<file path="src/rtl/core_io_unit.sv">
// I/O subsystem: power-on sanity reset sequencer, 32-bit GPIO bank with MMIO access,
// and an 8-channel H-bridge PWM generator.
module core_io_unit #(
  parameter logic [15:0] SANITY_TARGET = 16'hAA55,
  parameter int unsigned PWM_BITS      = 8
) (
  input  logic        clock,
  input  logic        reset,
  input  logic [3:0]  bus_addr,
  input  logic [31:0] bus_wdata,
  input  logic        bus_wr,
  input  logic        bus_rd,
  output logic [31:0] bus_rdata,
  input  logic [31:0] gpio_in,
  output logic [31:0] gpio_out,
  output logic [31:0] gpio_dir,
  output logic [7:0]  hbr_pwm,
  output logic        core_reset_out
);

  logic [15:0]         r_san_cnt;
  logic                r_ready;
  logic [31:0]         r_gpio_out;
  logic [31:0]         r_gpio_dir;
  logic [31:0]         r_sync1;
  logic [31:0]         r_sync2;
  logic [31:0]         r_duty_lo;
  logic [31:0]         r_duty_hi;
  logic [15:0]         r_presc;
  logic [15:0]         r_pre_cnt;
  logic [PWM_BITS-1:0] r_pwm_cnt;
  logic [7:0]          r_hbr;
  logic [31:0]         r_rdata;

  logic [31:0]         w_rd_val;
  logic [63:0]         w_duty_all;
  logic [7:0]          w_hbr_next;

  always_ff @(posedge clock or negedge reset) begin
    if (!reset) begin
      r_san_cnt <= '0;
      r_ready   <= 1'b0;
    end else begin
      if (r_san_cnt != SANITY_TARGET) r_san_cnt <= r_san_cnt + 16'd1;
      r_ready <= (r_san_cnt == SANITY_TARGET);
    end
  end

  assign core_reset_out = !r_ready;

  always_ff @(posedge clock or negedge reset) begin
    if (!reset) begin
      r_sync1 <= '0;
      r_sync2 <= '0;
    end else begin
      r_sync1 <= gpio_in;
      r_sync2 <= r_sync1;
    end
  end

  always_ff @(posedge clock or negedge reset) begin
    if (!reset) begin
      r_gpio_out <= '0;
      r_gpio_dir <= '0;
      r_duty_lo  <= '0;
      r_duty_hi  <= '0;
      r_presc    <= '0;
    end else if (bus_wr && r_ready) begin
      case (bus_addr)
        4'h0:    r_gpio_out <= bus_wdata;
        4'h1:    r_gpio_dir <= bus_wdata;
        4'h4:    r_duty_lo  <= bus_wdata;
        4'h5:    r_duty_hi  <= bus_wdata;
        4'h6:    r_presc    <= bus_wdata[15:0];
        default: ;
      endcase
    end
  end

  // Only STATUS is visible before the sequencer releases the core.
  always_comb begin
    w_rd_val = '0;
    case (bus_addr)
      4'h0:    w_rd_val = r_gpio_out;
      4'h1:    w_rd_val = r_gpio_dir;
      4'h2:    w_rd_val = r_sync2;
      4'h3:    w_rd_val = {31'b0, r_ready};
      4'h4:    w_rd_val = r_duty_lo;
      4'h5:    w_rd_val = r_duty_hi;
      4'h6:    w_rd_val = {16'b0, r_presc};
      default: w_rd_val = '0;
    endcase
    if (!r_ready && bus_addr != 4'h3) w_rd_val = '0;
  end

  always_ff @(posedge clock or negedge reset) begin
    if (!reset) begin
      r_rdata <= '0;
    end else if (bus_rd) begin
      r_rdata <= w_rd_val;
    end
  end

  assign w_duty_all = {r_duty_hi, r_duty_lo};

  always_comb begin
    w_hbr_next = '0;
    for (int n = 0; n < 8; n++) begin
      w_hbr_next[n] = (r_pwm_cnt < w_duty_all[n*8 +: PWM_BITS]);
    end
  end

  // >= lets a prescale lowered below the running count wrap immediately.
  always_ff @(posedge clock or negedge reset) begin
    if (!reset) begin
      r_pre_cnt <= '0;
      r_pwm_cnt <= '0;
      r_hbr     <= '0;
    end else if (!r_ready) begin
      r_pre_cnt <= '0;
      r_pwm_cnt <= '0;
      r_hbr     <= '0;
    end else begin
      if (r_pre_cnt >= r_presc) begin
        r_pre_cnt <= '0;
        r_pwm_cnt <= r_pwm_cnt + 1'b1;
      end else begin
        r_pre_cnt <= r_pre_cnt + 16'd1;
      end
      r_hbr <= w_hbr_next;
    end
  end

  assign bus_rdata = r_rdata;
  assign gpio_out  = r_gpio_out;
  assign gpio_dir  = r_gpio_dir;
  assign hbr_pwm   = r_hbr;

endmodule

</file>
<file path="config.mk">
export PLATFORM = sky130hd
export DESIGN_NAME = core_io_unit
export DESIGN_NICKNAME = d
export VERILOG_FILES = /design/src/rtl/core_io_unit.sv
export SDC_FILE = /design/constraint.sdc
export NUM_CORES = 1
export LEC_CHECK = 0
export CORE_UTILIZATION = 50
export DETAILED_ROUTE_END_ITERATION = 8
export PLACE_DENSITY = 0.8
export SYNTH_ARGS = -nofsm -noshare
export SYNTH_HDL_FRONTEND = slang
export SYNTH_SLANG_ARGS = --single-unit
</file>
<file path="constraint.sdc">
create_clock -name clock -period 2.4 [get_ports clock]
set_input_delay 0.48 -clock clock [delete_from_list [all_inputs] [get_ports clock]]
set_output_delay 0.48 -clock clock [all_outputs]
set_load 0.02 [all_outputs]
</file>
==> flow_summary.toml <==
[detailed_routing]
first_pass_iters = 6
vias = 9859
routedWlPerCell_um = 19.9
avgViaCountPerCell = 5.77
drt_iter0_drc = 1001
drc = 0
ant_nets = 0
postRouteWirelength_um = 33900

[hold_path]
min_from = "r_sync1[5]"
hold_depth = 0
min_path_type = "reg2reg"

[sta]
slew_headroom_pct = 51.5
worst_pin_slew_ns = 0.728
fin_skew_ns = 0.0177
fin_crit_ns = 2.32
setup_viol = 0
period_share_pct = 96.6
maxSlewViolCount = 0
fmax_mhz = 432
rsz0062_at_grt = "false"
setup_tns_ns = 0
finalHoldViolations = 0
worst_hold_slack_ns = 0.347

[synth]
synth_async_sr_flop_share_pct = 100
synthFlopType = "dfrtp_1"
syn-num-nets = 1303
syn_area_mm2 = 0.0129
syn_avg_cell_area_um2 = 11.2
synth_top_area_share_pct = 56.0
yosysWarningCount = 0
yosysSeqAreaShare_pct = 56.0
ys_types = 46
yosys.area.top_type = "dfrtp_1"
yosys-top-cells-area = "dfrtp_1 (56%), ha_1 (7.4%), mux2_2 (6.0%), o21ai_0 (3.8%), a22oi_1 (3.6%)"
postSynthCellCount = 1155
synth_edf_count = 0
ys_ff_latch = 289

[power_and_ir_drop]
leakagePower_nw = 7.77
peakVddDrop_mv = 0.485
powerDensity_mw_per_mm2 = 610

[grt]
grt_max_degree = 62
grt_pass1_vias = 10118
grt_first_pass_wirelength_um = 54600
grt_usage_pct = 26.5
antenna_found_initial = 0
grt-ovfl-total = 0

[layout]
drive_above_1_share_pct = 13.5
diodes = 0
syn_to_final_growth_pct = 27.5
fillers = 1940
fin_cells = 1708
final_nets = 1502
mostFrequentLayoutCells = "dfrtp_1 (289), clkdlybuf4s50_1 (175), inv_1 (109)"
utilization_pct = 65.2
final_common_cell = "dfrtp_1"

[die]
floorplan.initialDensity_pct = 51.1
dieHeight_um = 163
rows = 58
fp.dieW_um = 163
core_mm2 = 0.0253
ios = 177
dieArea_mm2 = 0.0265

[clock_tree]
clkTransAtPathRegs_ns = 0.06
cts_num_sinks = 289
htree_levels = 1
cts_tree = "yes"
clk_latency_ns = 0.56
numCtsBuffers = 30
cts_root_buf = "clkbuf_16"
cts_buffer_depth = 3

[worst_setup_path]
r2r_start = "r_presc[15]"
crit_path_start = "r_presc[15]"
cp.required_ns = 2.84
cp-end-kind = "flop"
crit_type = "reg2reg"
path_max_fanout = 7
arrival_ns = 2.76
crit_path_start_kind = "flop"
r2r.worst_path.cells = 7

[status]
status = "completed"

[run]
max_cap_violations = 0

[place]
place_inst = 1650
gp_congestion = 0.877
place_hpwl_um = 23000
port_buffers = 176
==> power breakdown <==
| group | internal [mW] | switching [mW] | total [mW] |
|---|---|---|---|
| sequential | 4.93 | 0.0216 | 4.95 |
| combinational | 0.182 | 0.239 | 0.421 |
| clock | 2.75 | 1.92 | 4.67 |
==> stage by stage <==
step / worst slack (ns) / power, mW / cell area [um^2]
final: 0.0828 / 10.0 / 16500
after global routing: 0.0303 / 10.3 / 16500
after CTS: 0.0157 / 10.1 / 16500
after detailed placement: -0.0960 / 5.46 / 15400
after global placement: 0.0245 / 5.45 / 15400
after floorplan: 0.0244 / 5.12 / 12900
==> worst max-delay path: stages (launching register included) <==
cell and delay, ns:
dfrtp_1 0.35, inv_1 0.07, ha_1 0.32, nand4_1 0.14
or3_4 0.38, or3_4 0.41, and3_4 0.22, a211o_1 0.29
==> worst paths after layout <==
kind	to	slack (ns)
worst max-delay path	r_pwm_cnt[6]	0.08
worst min-delay path	r_sync2[5]	0.35
worst max register to register	r_pwm_cnt[6]	0.08
worst min register to register	r_sync2[5]	0.35
max in group asynchronous	gpio_dir[27]	1.27
min in group asynchronous	r_presc[11]	0.43
==> state kept, by name, indices dropped and copies added, names as in the netlist <==
name and count:
gpio_dir 32, hbr_pwm 8, bus_rdata 32, r_pre_cnt 16
r_duty_lo 32, r_pwm_cnt 8, r_sync1 32, r_ready 1
gpio_out 32, r_presc 16, r_duty_hi 32, r_sync2 32
r_san_cnt 16
==> layout make-up <==
type	instances	area (um^2)	area share, %
repair buffers	224	2330	14.1
multi-input cells	700	5070	30.8
clock buffers	39	866	5.26
well taps	330	413	2.51
clock inverters	17	146	0.889
inverters	109	409	2.48
flip-flops and latches	289	7230	43.9
==> layer usage <==
| layer | global-route usage [%] | up-vias | wire length (um) |
|---|---|---|---|
| li1 | - | 4464 | - |
| met1 | 36.4 | 4948 | 14300 |
| met2 | 43.3 | 383 | 16400 |
| met3 | 4.63 | 64 | 2430 |
| met4 | 7.05 | 0 | 796 |
| met5 | 0 | - | 0 |
==> cells by family after synthesis <==
family                   Yosys count  synth area share, %
XOR/XNOR                          31                 2.10
AND/OR/NAND/NOR                  251                 9.34
AO/OA/AOI/OAI                    267                 13.6
flip-flops                       289                 56.0
adder cells (fa/ha/maj)           76                 7.36
multiplexers                      75                 6.53
buffers and inverters            166                 5.02
==> repair_timing <==
item	in CTS	in global routing
resized for setup	1	2
endpoints found under the setup margin	2	19
endpoints found under the hold margin	47	0
hold buffers	1	0
buffers inserted	1	0
pin swaps	1	2
==> synth_stat cells, types with 6 or more instances <==
cell type / number
buf_2: 8
dfrtp_1: 289
a21oi_1: 13
mux2_2: 69
a22oi_1: 62
xnor2_1: 17
o31a_1: 8
nor2b_1: 6
and3_1: 27
a222oi_1: 17
xor2_1: 14
nor2_1: 38
o22ai_1: 16
nand2_1: 99
ha_1: 76
nand4_1: 11
inv_1: 109
o21ai_0: 99
a21o_1: 32
nand2b_1: 13
clkbuf_1: 46
a211oi_1: 9
nor3_1: 17
nand3_1: 18
Note: power is estimated with default switching activity, not from simulation.
